===== src/rtl/core_ctrl_if.sv =====
`timescale 1ns/1ps
// core_ctrl_if
// Bundles the sequencer's handshake and strobe signals.
//   master : the sequencer (core_ctrl). It drives the fetch/data requests,
//            the datapath strobes and the status outputs.
//   slave  : the datapath/memory side. It drives start, the acks, the fetched
//            instruction and the EXE result.
// Signals:
//   start            leave IDLE and begin fetching
//   imem_req/ack     instruction fetch handshake; inst is valid with imem_ack
//   ir_we            instruction register load strobe
//   exe_result       EXE data_out (bit0 = branch condition)
//   dmem_req/we/ack  data access handshake (we: 1 = store)
//   rf_we, wb_sel    register-file writeback strobe and source select
//   pc_we, pc_sel    PC update strobe and source select
//   halted, illegal  stop status and its cause
//   instret          retired-instruction count
interface core_ctrl_if #(
  parameter int IW = 32,
  parameter int DW = 32
);
  logic          start;
  logic          imem_req;
  logic          imem_ack;
  logic [IW-1:0] inst;
  logic          ir_we;
  logic [DW-1:0] exe_result;
  logic          dmem_req;
  logic          dmem_we;
  logic          dmem_ack;
  logic          rf_we;
  logic [1:0]    wb_sel;
  logic          pc_we;
  logic [1:0]    pc_sel;
  logic          halted;
  logic          illegal;
  logic [31:0]   instret;

  modport master (
    input  start, imem_ack, inst, exe_result, dmem_ack,
    output imem_req, ir_we, dmem_req, dmem_we, rf_we, wb_sel,
           pc_we, pc_sel, halted, illegal, instret
  );

  modport slave (
    output start, imem_ack, inst, exe_result, dmem_ack,
    input  imem_req, ir_we, dmem_req, dmem_we, rf_we, wb_sel,
           pc_we, pc_sel, halted, illegal, instret
  );
endinterface


===== src/rtl/core_ctrl.sv =====
`timescale 1ns/1ps
// core_ctrl
// Multi-cycle sequencer for the single-issue RV32I core. Steps each
// instruction through FETCH, DECODE, EXECUTE, optional MEM and WB, drives the
// PC / IR / register-file strobes and the memory handshakes, halts on SYSTEM
// or illegal encodings and counts retired instructions.
// Ports:
//   clk  rising-edge clock
//   rst  synchronous, active-high reset
//   bus  core_ctrl_if.master (handshakes, strobes, status, instret)
//
// state    | meaning
// ---------+-----------------------------------------------------------
// IDLE     | waiting for start, all strobes low
// FETCH    | imem_req held until imem_ack; IR loads on the ack cycle
// DECODE   | register-file read; legality check of the latched IR
// EXECUTE  | exe_result valid; branches resolve and retire here
// MEM      | dmem_req held until dmem_ack; stores retire on the ack
// WB       | register-file write (unless rd = x0), PC update, retire
// HALT     | stopped; only rst leaves this state
module core_ctrl #(
  parameter int IW = 32,
  parameter int DW = 32
) (
  input  logic        clk,
  input  logic        rst,
  core_ctrl_if.master bus
);

  localparam logic [2:0] S_IDLE    = 3'd0;
  localparam logic [2:0] S_FETCH   = 3'd1;
  localparam logic [2:0] S_DECODE  = 3'd2;
  localparam logic [2:0] S_EXECUTE = 3'd3;
  localparam logic [2:0] S_MEM     = 3'd4;
  localparam logic [2:0] S_WB      = 3'd5;
  localparam logic [2:0] S_HALT    = 3'd6;

  localparam logic [4:0] OPC_OP     = 5'b01100;
  localparam logic [4:0] OPC_OP_IMM = 5'b00100;
  localparam logic [4:0] OPC_LOAD   = 5'b00000;
  localparam logic [4:0] OPC_STORE  = 5'b01000;
  localparam logic [4:0] OPC_BRANCH = 5'b11000;
  localparam logic [4:0] OPC_JAL    = 5'b11011;
  localparam logic [4:0] OPC_JALR   = 5'b11001;
  localparam logic [4:0] OPC_LUI    = 5'b01101;
  localparam logic [4:0] OPC_AUIPC  = 5'b00101;
  localparam logic [4:0] OPC_SYSTEM = 5'b11100;

  localparam logic [1:0] WB_EXE  = 2'd0;
  localparam logic [1:0] WB_LOAD = 2'd1;
  localparam logic [1:0] WB_PC4  = 2'd2;

  localparam logic [1:0] PC_PC4  = 2'd0;
  localparam logic [1:0] PC_BR   = 2'd1;
  localparam logic [1:0] PC_JUMP = 2'd2;

  logic [2:0]    state_q, state_d;
  logic [IW-1:0] ir_q;
  logic [31:0]   instret_q;
  logic          illegal_q;

  logic [4:0] opc;
  logic       is_load, is_store, is_branch, is_jump, is_system, is_legal;

  logic       imem_req, ir_we, dmem_req, dmem_we, rf_we, pc_we;
  logic [1:0] wb_sel, pc_sel;
  logic       retire, set_illegal;

  // Only the opcode, rd and the low two bits of IR matter to sequencing;
  // the upper EXE result bits only matter to the datapath.
  logic unused_bits;
  assign unused_bits = ^{ir_q[IW-1:12], bus.exe_result[DW-1:1]};

  always_comb begin
    opc       = ir_q[6:2];
    is_load   = (opc == OPC_LOAD);
    is_store  = (opc == OPC_STORE);
    is_branch = (opc == OPC_BRANCH);
    is_jump   = (opc == OPC_JAL) || (opc == OPC_JALR);
    is_system = (opc == OPC_SYSTEM);
    is_legal  = 1'b0;
    if (ir_q[1:0] == 2'b11) begin
      case (opc)
        OPC_OP, OPC_OP_IMM, OPC_LOAD, OPC_STORE, OPC_BRANCH,
        OPC_JAL, OPC_JALR, OPC_LUI, OPC_AUIPC, OPC_SYSTEM: is_legal = 1'b1;
        default: is_legal = 1'b0;
      endcase
    end
  end

  always_comb begin
    state_d     = state_q;
    imem_req    = 1'b0;
    ir_we       = 1'b0;
    dmem_req    = 1'b0;
    dmem_we     = 1'b0;
    rf_we       = 1'b0;
    wb_sel      = WB_EXE;
    pc_we       = 1'b0;
    pc_sel      = PC_PC4;
    retire      = 1'b0;
    set_illegal = 1'b0;

    case (state_q)
      S_IDLE: begin
        if (bus.start) state_d = S_FETCH;
      end

      S_FETCH: begin
        imem_req = 1'b1;
        if (bus.imem_ack) begin
          ir_we   = 1'b1;
          state_d = S_DECODE;
        end
      end

      S_DECODE: begin
        if (is_legal) begin
          state_d = S_EXECUTE;
        end else begin
          set_illegal = 1'b1;
          state_d     = S_HALT;
        end
      end

      S_EXECUTE: begin
        if (is_branch) begin
          pc_we   = 1'b1;
          pc_sel  = bus.exe_result[0] ? PC_BR : PC_PC4;
          retire  = 1'b1;
          state_d = S_FETCH;
        end else if (is_load || is_store) begin
          state_d = S_MEM;
        end else if (is_system) begin
          state_d = S_HALT;
        end else begin
          state_d = S_WB;
        end
      end

      S_MEM: begin
        dmem_req = 1'b1;
        dmem_we  = is_store;
        if (bus.dmem_ack) begin
          if (is_store) begin
            pc_we   = 1'b1;
            retire  = 1'b1;
            state_d = S_FETCH;
          end else begin
            state_d = S_WB;
          end
        end
      end

      S_WB: begin
        rf_we   = (ir_q[11:7] != 5'd0);
        pc_we   = 1'b1;
        retire  = 1'b1;
        state_d = S_FETCH;
        if (is_load) begin
          wb_sel = WB_LOAD;
        end else if (is_jump) begin
          wb_sel = WB_PC4;
          pc_sel = PC_JUMP;
        end
      end

      S_HALT: begin
        state_d = S_HALT;
      end

      default: begin
        state_d = S_IDLE;
      end
    endcase
  end

  always_ff @(posedge clk) begin
    if (rst) begin
      state_q   <= S_IDLE;
      ir_q      <= '0;
      instret_q <= '0;
      illegal_q <= 1'b0;
    end else begin
      state_q <= state_d;
      if (ir_we)       ir_q      <= bus.inst;
      if (retire)      instret_q <= instret_q + 32'd1;
      if (set_illegal) illegal_q <= 1'b1;
    end
  end

  assign bus.imem_req = imem_req;
  assign bus.ir_we    = ir_we;
  assign bus.dmem_req = dmem_req;
  assign bus.dmem_we  = dmem_we;
  assign bus.rf_we    = rf_we;
  assign bus.wb_sel   = wb_sel;
  assign bus.pc_we    = pc_we;
  assign bus.pc_sel   = pc_sel;
  assign bus.halted   = (state_q == S_HALT);
  assign bus.illegal  = illegal_q;
  assign bus.instret  = instret_q;

endmodule


===== src/flat_wrapper.sv =====
// flat-port wrapper written by rule: the top's interface ports become plain ports
module core_ctrl_flat 
#(
  parameter int IW = 32,
  parameter int DW = 32
)
  (clk, rst, bus_start, bus_imem_ack, bus_inst, bus_exe_result, bus_dmem_ack, bus_imem_req, bus_ir_we, bus_dmem_req, bus_dmem_we, bus_rf_we, bus_wb_sel, bus_pc_we, bus_pc_sel, bus_halted, bus_illegal, bus_instret);
  core_ctrl_if #(.IW(IW), .DW(DW)) bus_i ();
  input  logic clk;
  input  logic rst;
  input wire logic [$bits(bus_i.start)-1:0] bus_start;
  input wire logic [$bits(bus_i.imem_ack)-1:0] bus_imem_ack;
  input wire logic [$bits(bus_i.inst)-1:0] bus_inst;
  input wire logic [$bits(bus_i.exe_result)-1:0] bus_exe_result;
  input wire logic [$bits(bus_i.dmem_ack)-1:0] bus_dmem_ack;
  output wire logic [$bits(bus_i.imem_req)-1:0] bus_imem_req;
  output wire logic [$bits(bus_i.ir_we)-1:0] bus_ir_we;
  output wire logic [$bits(bus_i.dmem_req)-1:0] bus_dmem_req;
  output wire logic [$bits(bus_i.dmem_we)-1:0] bus_dmem_we;
  output wire logic [$bits(bus_i.rf_we)-1:0] bus_rf_we;
  output wire logic [$bits(bus_i.wb_sel)-1:0] bus_wb_sel;
  output wire logic [$bits(bus_i.pc_we)-1:0] bus_pc_we;
  output wire logic [$bits(bus_i.pc_sel)-1:0] bus_pc_sel;
  output wire logic [$bits(bus_i.halted)-1:0] bus_halted;
  output wire logic [$bits(bus_i.illegal)-1:0] bus_illegal;
  output wire logic [$bits(bus_i.instret)-1:0] bus_instret;
  assign bus_i.start = bus_start;
  assign bus_i.imem_ack = bus_imem_ack;
  assign bus_i.inst = bus_inst;
  assign bus_i.exe_result = bus_exe_result;
  assign bus_i.dmem_ack = bus_dmem_ack;
  assign bus_imem_req = bus_i.imem_req;
  assign bus_ir_we = bus_i.ir_we;
  assign bus_dmem_req = bus_i.dmem_req;
  assign bus_dmem_we = bus_i.dmem_we;
  assign bus_rf_we = bus_i.rf_we;
  assign bus_wb_sel = bus_i.wb_sel;
  assign bus_pc_we = bus_i.pc_we;
  assign bus_pc_sel = bus_i.pc_sel;
  assign bus_halted = bus_i.halted;
  assign bus_illegal = bus_i.illegal;
  assign bus_instret = bus_i.instret;
  core_ctrl #(.IW(IW), .DW(DW)) u_core (.clk(clk), .rst(rst), .bus(bus_i));
endmodule

===== config.mk =====
export PLATFORM = sky130hd
export DESIGN_NAME = core_ctrl_flat
export DESIGN_NICKNAME = d
export VERILOG_FILES = /design/src/rtl/core_ctrl_if.sv /design/src/rtl/core_ctrl.sv /design/src/flat_wrapper.sv
export SDC_FILE = /design/constraint.sdc
export NUM_CORES = 1
export LEC_CHECK = 0
export BUFFER_PORTS_ARGS = -buffer_cell sky130_fd_sc_hd__clkbuf_2
export CAP_MARGIN = 10
export CORE_MARGIN = 3
export CORE_UTILIZATION = 35
export CTS_BUF_LIST = sky130_fd_sc_hd__clkbuf_4 sky130_fd_sc_hd__clkbuf_8 sky130_fd_sc_hd__clkbuf_16
export CTS_CLUSTER_DIAMETER = 100
export DETAILED_ROUTE_END_ITERATION = 8
export PLACE_DENSITY = 0.69
export REMOVE_ABC_BUFFERS = 1
export SKIP_CTS_REPAIR_TIMING = 1
export SYNTH_ARGS = -nofsm -noshare
export SYNTH_HDL_FRONTEND = slang
export SYNTH_SLANG_ARGS = --single-unit

===== constraint.sdc =====
create_clock -name clk -period 2.6 [get_ports clk]
set_input_delay 0.52 -clock clk [delete_from_list [all_inputs] [get_ports clk]]
set_output_delay 0.52 -clock clk [all_outputs]
set_load 0.05 [all_outputs]

* Word level (Yosys, flattened, before mapping) *
Memories as Yosys holds them, arrays and structs flattened. A register that Yosys moved wholly into a read port is not among the register bits.
Cells that the tools add are included.

storage, ports and cells
  bits in registers = 48
  ROM bits = 32
  word-level logic and storage cells = 58
  memories = 1

memories
  memory           depth  width  rd ports  clocked after Yosys merged registers in  write ports  line             text
  (no name shown)  32     1      1         1                                        0            core_ctrl.sv:83  case (opc)

cells by class
  add/sub/neg operators = 1
  equality and inequality tests = 15
  mux-type cells = 31
  reduce and logical (&&, ||, !) cells = 6

operators with widths
  operator                                             count
  adder 32 x 1 -> 32 bit, second input constant        1
  two-way mux 3 bit                                    7
  one-hot mux 3 bit (7 select lines)                   1
  equality test 5 bit, second input constant           4
  two-way mux 1 bit                                    13
  two-way mux 2 bit                                    6
  two-way mux 5 bit                                    2
  equality test 3 bit, second input constant           3
  equality test 3 x 2 -> 1 bit, second input constant  2
  != test 2 bit, second input constant                 3
  equality test 5 x 4 -> 1 bit, second input constant  1
  logical NOT 5 bit                                    1
  nonzero test 5 bit                                   1
  one-hot mux 2 bit (2 select lines)                   1
  equality test 3 x 1 -> 1 bit, second input constant  1
  logical NOT 3 bit                                    1
  one-hot mux 1 bit (3 select lines)                   1
  AND reduction 3 bit                                  1
  equality test 2 bit, second input constant           1
  logical OR 1 bit                                     2

* Longest topological paths before layout *
Gate-level depths: netlist of the first run.

  depth in word-level cells = 5
  mapped depth = 8

* Worst setup path after synthesis of the first run *
Ideal clock, no wire load.

  path kind = register -> output
  start point = register u_core.ir_q[2]
  end point = output port bus_pc_sel[0]
  arrival time = 2258 ps
  required time = 2080 ps
  path slack = -178 ps
  stages on the path, launching flop included = 4
  buffers on the path = 0
  cell sequence = dfxtp_1 -> nor2_1 -> nand3_1 -> nor4_1

on the way
  word-level cells in the longest chain between the ends = 3
  elaborated cells on any way between the ends = 5
  those cells by class = 1 x eq/ne; 3 x mux; 1 x reduce/logical

ends and longest elaborated chain
  element                                                   line                                text
  start: declaration                                        core_ctrl.sv:58                     logic [IW-1:0] ir_q;
  start signal: assignment                                  core_ctrl.sv:186                    if (ir_we) ir_q <= bus.inst;
  equality test 5 bit or logical NOT 5 bit (tied branches)  core_ctrl.sv:78, core_ctrl.sv:76
  two-way mux 2 bit (on tied branches)                      core_ctrl.sv:127, core_ctrl.sv:160
  one-hot mux 2 bit (2 select lines) (*)                    core_ctrl.sv:104                    case (state_q)
  end: declaration                                          flat_wrapper.sv:23                  output wire logic [$bits(bus_i.pc_sel)-1:0] bus_pc_sel;

Mark *: on every way between the ends. The rest lies on a longest branch, timed or not.

* Worst setup path in the final report of the first run *
  start point = register u_core.state_q[2]
  end point = output port bus_pc_we

on the way
  word-level cells in the longest chain between the ends = 2
  elaborated cells on any way between the ends = 4
  those cells by class = 3 x eq/ne; 1 x mux

ends and longest elaborated chain
  element                                                              line                text
  start: declaration                                                   core_ctrl.sv:57     logic [2:0] state_q, state_d;
  start signal: assignment                                             core_ctrl.sv:185    state_q <= state_d;
  equality test 3 bit or equality test 3 x 2 -> 1 bit (tied branches)  core_ctrl.sv:104
  one-hot mux 1 bit (3 select lines) (*)                               core_ctrl.sv:104
  end: declaration                                                     flat_wrapper.sv:22  output wire logic [$bits(bus_i.pc_we)-1:0] bus_pc_we;

Marks and branches as above.

==> results.cfg, run 1 <==
[outcome]
status = completed

[min_path]
holdCritPathClass = in2reg
min_from = bus_inst[10]
hold_end = u_core.ir_q[10]
whs_path_depth = 3

[placement]
dpl-instance-area_sq_um = 3004
gp_congestion = 0.8251
port_buffers = 61
place_ws_ns = 0.2465
dp.cells = 452
post-dp-hpwl_um = 4513

[die]
core_sq_um = 7019
die_width_um = 92.38
start_util = 0.3720
fp.dieArea_sq_um = 8533
rows = 30
ios = 113
die_height_um = 92.38

[logic_synthesis]
synthAdderAreaFrac = 0.004792
synthFlopType = dfxtp_1
netlist_area_sq_um = 2611
ys_seq_area_frac = 0.3757
synth.yosys.warnings = 0
synth_compound_area_frac = 0.2137
synth_top_family_by_area = simple AND/OR/NAND/NOR gates
synth-simple-area-share = 0.2674
syn_inst = 306
ys_seq_elements = 49
synthArstFlopShare = 0
yosysTopAreaCellShare = 0.3757
synth_edf_count = 0
avgSynthCellArea_sq_um = 8.534
ys_types = 54
synth-xor-area-share = 0.07379
synth_area_leaders = dfxtp_1, xnor2_1, nand2_1
yosysTopAreaCell = dfxtp_1
synthMuxAreaShare = 0.007667

[drt]
routed_wl_um = 6034
drtIter0Drc = 91
first_pass_iters = 4
vias = 2353
postRouteAntennaNets = 0
wirelength_met1_um = 2857
top_layer_used = met4
wire_per_inst_um = 13.09
wl_met2_um = 2893
drt-vias-per-instance = 5.104
drc = 0
dr_wl_met3_um = 269

[grt]
grt_first_pass_wirelength_um = 10300
antenna_found_initial = 0
grt_use_total = 0.1445
grt_max_degree = 35
grt_pass1_vias = 2255
overflow = 0

[timing]
grt_setup_unrepaired = no
finalWorstSetupSlack_ns = 0.2616
post-route-period-util = 0.8994
maxSlewViolCount = 0
fin_crit_ns = 2.338
timing.fmax_mhz = 427.6
slew_headroom = 0.5528
setup_violations = 0
worst_slew_pin_slew_ns = 0.6708
hold_viol_final = 0
fin_skew_ns = 0.006235

[clock_tree]
cts_max_level = 2
cts_buffer_depth = 2
numCtsBuffers = 5
cts_sinks = 49
cts_tree = done
insertion_delay_ns = 0.29
clk_pin_slew_ns = 0.08
root_buffer = clkbuf_8

[pwr]
netSwitchingPower_mw = 0.4531
clock_power_share = 0.292
total_power_mw = 1.564
p_seq_frac = 0.520
p_comb_frac = 0.188
switching_share = 0.2896
irDropWorstVdd_mv = 0.2086
power_density_nw_per_um2 = 503.2
leakage_nw = 1.118
internal_power_mw = 1.111

[final_layout]
fin_util = 0.4430
final_cell_mix = clkbuf_2, dfxtp_1, nand2_1, nor2_1, a21oi_1
nets = 435
drive_gt1_frac = 0.2712
layout_commonest_cell = clkbuf_2
final_area_sq_um = 3109
fillCellCount = 717
diodes = 0
area_delta_synth_final_pct = 19.07
finalNonFillerCells = 461

[critical_path]
r2r_cells = 5
critPathRequiredTime_ns = 2.08
rr_endpoint = u_core.bus.instret[31]
reg2reg_from = u_core.bus.instret[3]
critical_path_class = reg2out
cp-startpoint = u_core.state_q[2]
start_kind = register
arrival_ns = 1.82
cp_max_fo = 12
end_kind = output pin
r2r_slack_ns = 0.42

[job]
max_cap_viol_count = 0
## layout make-up
| type | count | area [sq um] | area share |
|---|---|---|---|
| well taps | 96 | 120.1 | 0.03863 |
| inverters | 11 | 41.29 | 0.01328 |
| clock buffers | 7 | 90.09 | 0.02897 |
| repair buffers | 71 | 395.4 | 0.1272 |
| multi-input cells | 227 | 1481 | 0.4765 |
| flip-flops and latches | 49 | 980.9 | 0.3155 |
## state kept, by name, indices dropped and copies added (netlist names), named ones only
signal,cells
u_core.bus.instret,32
u_core.ir_q,12
u_core.state_q,3
u_core.bus.illegal,1
## power by group through the flow
stage	clock [mW]	sequential [mW]	combinational, mW
4_1_cts	0.478	0.813	0.293
6_report	0.457	0.813	0.294
2_1_floorplan	0	0.841	0.185
5_1_grt	0.514	0.818	0.324
3_5_place_dp	0	0.831	0.293
3_3_place_gp	0	0.830	0.290
## worst max-delay path: stages, from the launching register on
cell     delay, ns
dfxtp_1       0.47
nor2b_1       0.26
nand4_2       0.22
and2_4        0.25
inv_1         0.16
buf_12        0.16
## cells in the mapped netlist (2+ instances only)
cell and count:
dfxtp_1 49, mux2i_1 2, buf_6 4, a2111oi_2 9, nor2b_1 2, o21ai_0 3, nand4b_1 2, or3_1 2
a31o_2 2, inv_1 11, a22oi_1 2, xnor2_1 22, a21oi_1 30, and4_1 5, or4b_1 2, nand4_1 6
nor2_1 33, o41ai_1 3, nand2_1 43, nand2b_1 3, nor3_1 5, a211oi_1 8, o31ai_1 2, buf_2 5
nor3b_1 2, clkbuf_1 9, and3_1 4, nand3_1 9, or4_1 2
## layer usage
layer	track usage	vias up
met1	0.1850	1090
li1	-	1207
met3	0.03168	2
met5	0	-
met2	0.2489	54
met4	0.03094	0
## worst max path at each step
stage                 to  depth (start not counted)
3_5_place_dp   bus_pc_we                          5
5_1_grt        bus_pc_we                          5
6_report       bus_pc_we                          5
2_1_floorplan  bus_ir_we                          4
3_3_place_gp   bus_pc_we                          5
4_1_cts        bus_pc_we                          5
## through the flow
| step | setup TNS (ns) | hold slack [ns] |
|---|---|---|
| detailed placement | 0 | 0.4485 |
| global route | 0 | 0.4537 |
| floorplan | -1.205 | 0.4300 |
| global placement | 0 | 0.4434 |
| CTS | -0.09783 | 0.4417 |
| finish | 0 | 0.4497 |
## cell families (layout without fill, tap and decap cells)
| family | Yosys count | count (layout) |
|---|---|---|
| muxes | 2 | 2 |
| buffers and inverters | 30 | 89 |
| and+or+nand+nor | 133 | 133 |
| DFF | 49 | 49 |
| AOI/OAI and AO/OA | 69 | 69 |
| xor gates and xnor gates | 22 | 22 |
| adders and majority gates | 1 | 1 |
Note: power is estimated with default switching activity, not from simulation.
==> run 2, diff against run 1 <==
Settings changed: PLACE_DENSITY 0.69 to 0.71.
Clock period 2.6 ns to 2.1 ns, I/O delays scaled along.
==> results.cfg, run 2 (synthesis gave the netlist of run 1 again) <==
[clock_tree]
root_buffer = clkbuf_8
cts_sinks = 49
cts_buffer_depth = 2
cts_tree = done
numCtsBuffers = 5
insertion_delay_ns = 0.30
cts_max_level = 2
clk_pin_slew_ns = 0.09

[timing]
setup_violations = 0
fin_crit_ns = 2.050
fin_skew_ns = 0.01285
hold_viol_final = 0
maxSlewViolCount = 0
slew_headroom = 0.6416
hold_ws_ns = 0.3399
fin_tns_setup_ns = 0
worst_slew_pin_slew_ns = 0.5363
timing.fmax_mhz = 487.8
post-route-period-util = 0.9762

[placement]
post-dp-hpwl_um = 4884
port_buffers = 61
gp_congestion = 0.9053

[grt]
overflow = 0
grt_use_met2 = 0.2580
grt_pass1_vias = 2305
grtUsageMet1 = 0.2042
grt_use_total = 0.1540
grt_first_pass_wirelength_um = 10830
grt.busiest_layer = met2
antenna_found_initial = 0
grt_max_degree = 21
met3_usage = 0.02924

[pwr]
leakage_nw = 1.268
power_density_nw_per_um2 = 621.4
irDropWorstVdd_mv = 0.2520

[critical_path]
start_kind = register
cp_max_fo = 3
end_kind = output pin
critPathRequiredTime_ns = 1.68
critical_path_class = reg2out
arrival_ns = 1.63

[die]
core_sq_um = 7019
fp.dieArea_sq_um = 8533
ios = 113
die_width_um = 92.38
start_util = 0.3720
rows = 30
die_height_um = 92.38

[outcome]
status = completed

[final_layout]
fillCellCount = 689
largest_reg_flops = 32
final_cell_mix = clkbuf_2, dfxtp_1, nand2_1, buf_4, nor2_1
area_delta_synth_final_pct = 29.28
layout_commonest_cell = clkbuf_2
diodes = 0
nets = 460
drive_gt1_frac = 0.3487

[drt]
wire_per_inst_um = 13.88
drtIter0Drc = 92
routed_wl_um = 6747
vias = 2503
drt-vias-per-instance = 5.150
drc = 0
first_pass_iters = 4
postRouteAntennaNets = 0

[min_path]
holdCritPathClass = in2reg

[job]
max_cap_viol_count = 0
==> run 2: critical path, cell delays in order (launching register included) <==
cell	delay (ns)
dfxtp_1	0.31
and2b_2	0.28
buf_4	0.14
nand3_1	0.11
nor4_2	0.25
buf_4	0.25
==> run 2: layout make-up <==
type	instances	area, sq um	share of cell area
multi-input combinational	227	1524	0.4514
sequential	49	985.9	0.2921
timing repair buffer	96	600.6	0.1779
tap	96	120.1	0.03558
clock buffer	5	68.82	0.02039
inverter	11	41.29	0.01223
clock inverter	2	35.03	0.01038
==> run 2: per-stage QoR <==
step / util / power (mW) / cell area (sq um) / worst slack [ns] / cells
after floorplan: - / 1.271 / 2504 / -0.7120 / 287
after global placement: 0.4522 / 1.417 / 3174 / 0.1116 / 473
after detailed placement: 0.4522 / 1.428 / 3174 / 0.09227 / 473
after CTS: 0.4670 / 2.083 / 3278 / -0.1566 / 480
after global routing: 0.4809 / 2.197 / 3376 / -0.03328 / 486
final: 0.4809 / 2.098 / 3376 / 0.05000 / 486
==> run 2: layer usage <==
layer | routed length [um] | up-vias
li1 | - | 1259
met1 | 3180 | 1172
met2 | 3172 | 66
met3 | 347 | 6
met4 | 47 | 0
met5 | 0 | -
==> run 2: power by group <==
group          switching [mW]  internal (mW)  leakage, nW
Combinational           0.270          0.175        0.816
Clock                   0.305          0.347       0.0540
Sequential             0.0327          0.969        0.398
Total                   0.607           1.49         1.27
==> run 2: final timing paths <==
check / startpoint / end / slack [ns] / cells past startpoint
worst max-delay path: u_core.ir_q[4] / bus_pc_sel[0] / 0.05 / 5
worst min-delay path: bus_inst[10] / u_core.ir_q[10] / 0.34 / 3
worst max register to register: u_core.bus.instret[6] / u_core.bus.instret[31] / 0.10 / 5
worst min register to register: u_core.ir_q[0] / u_core.ir_q[0] / 0.46 / 2
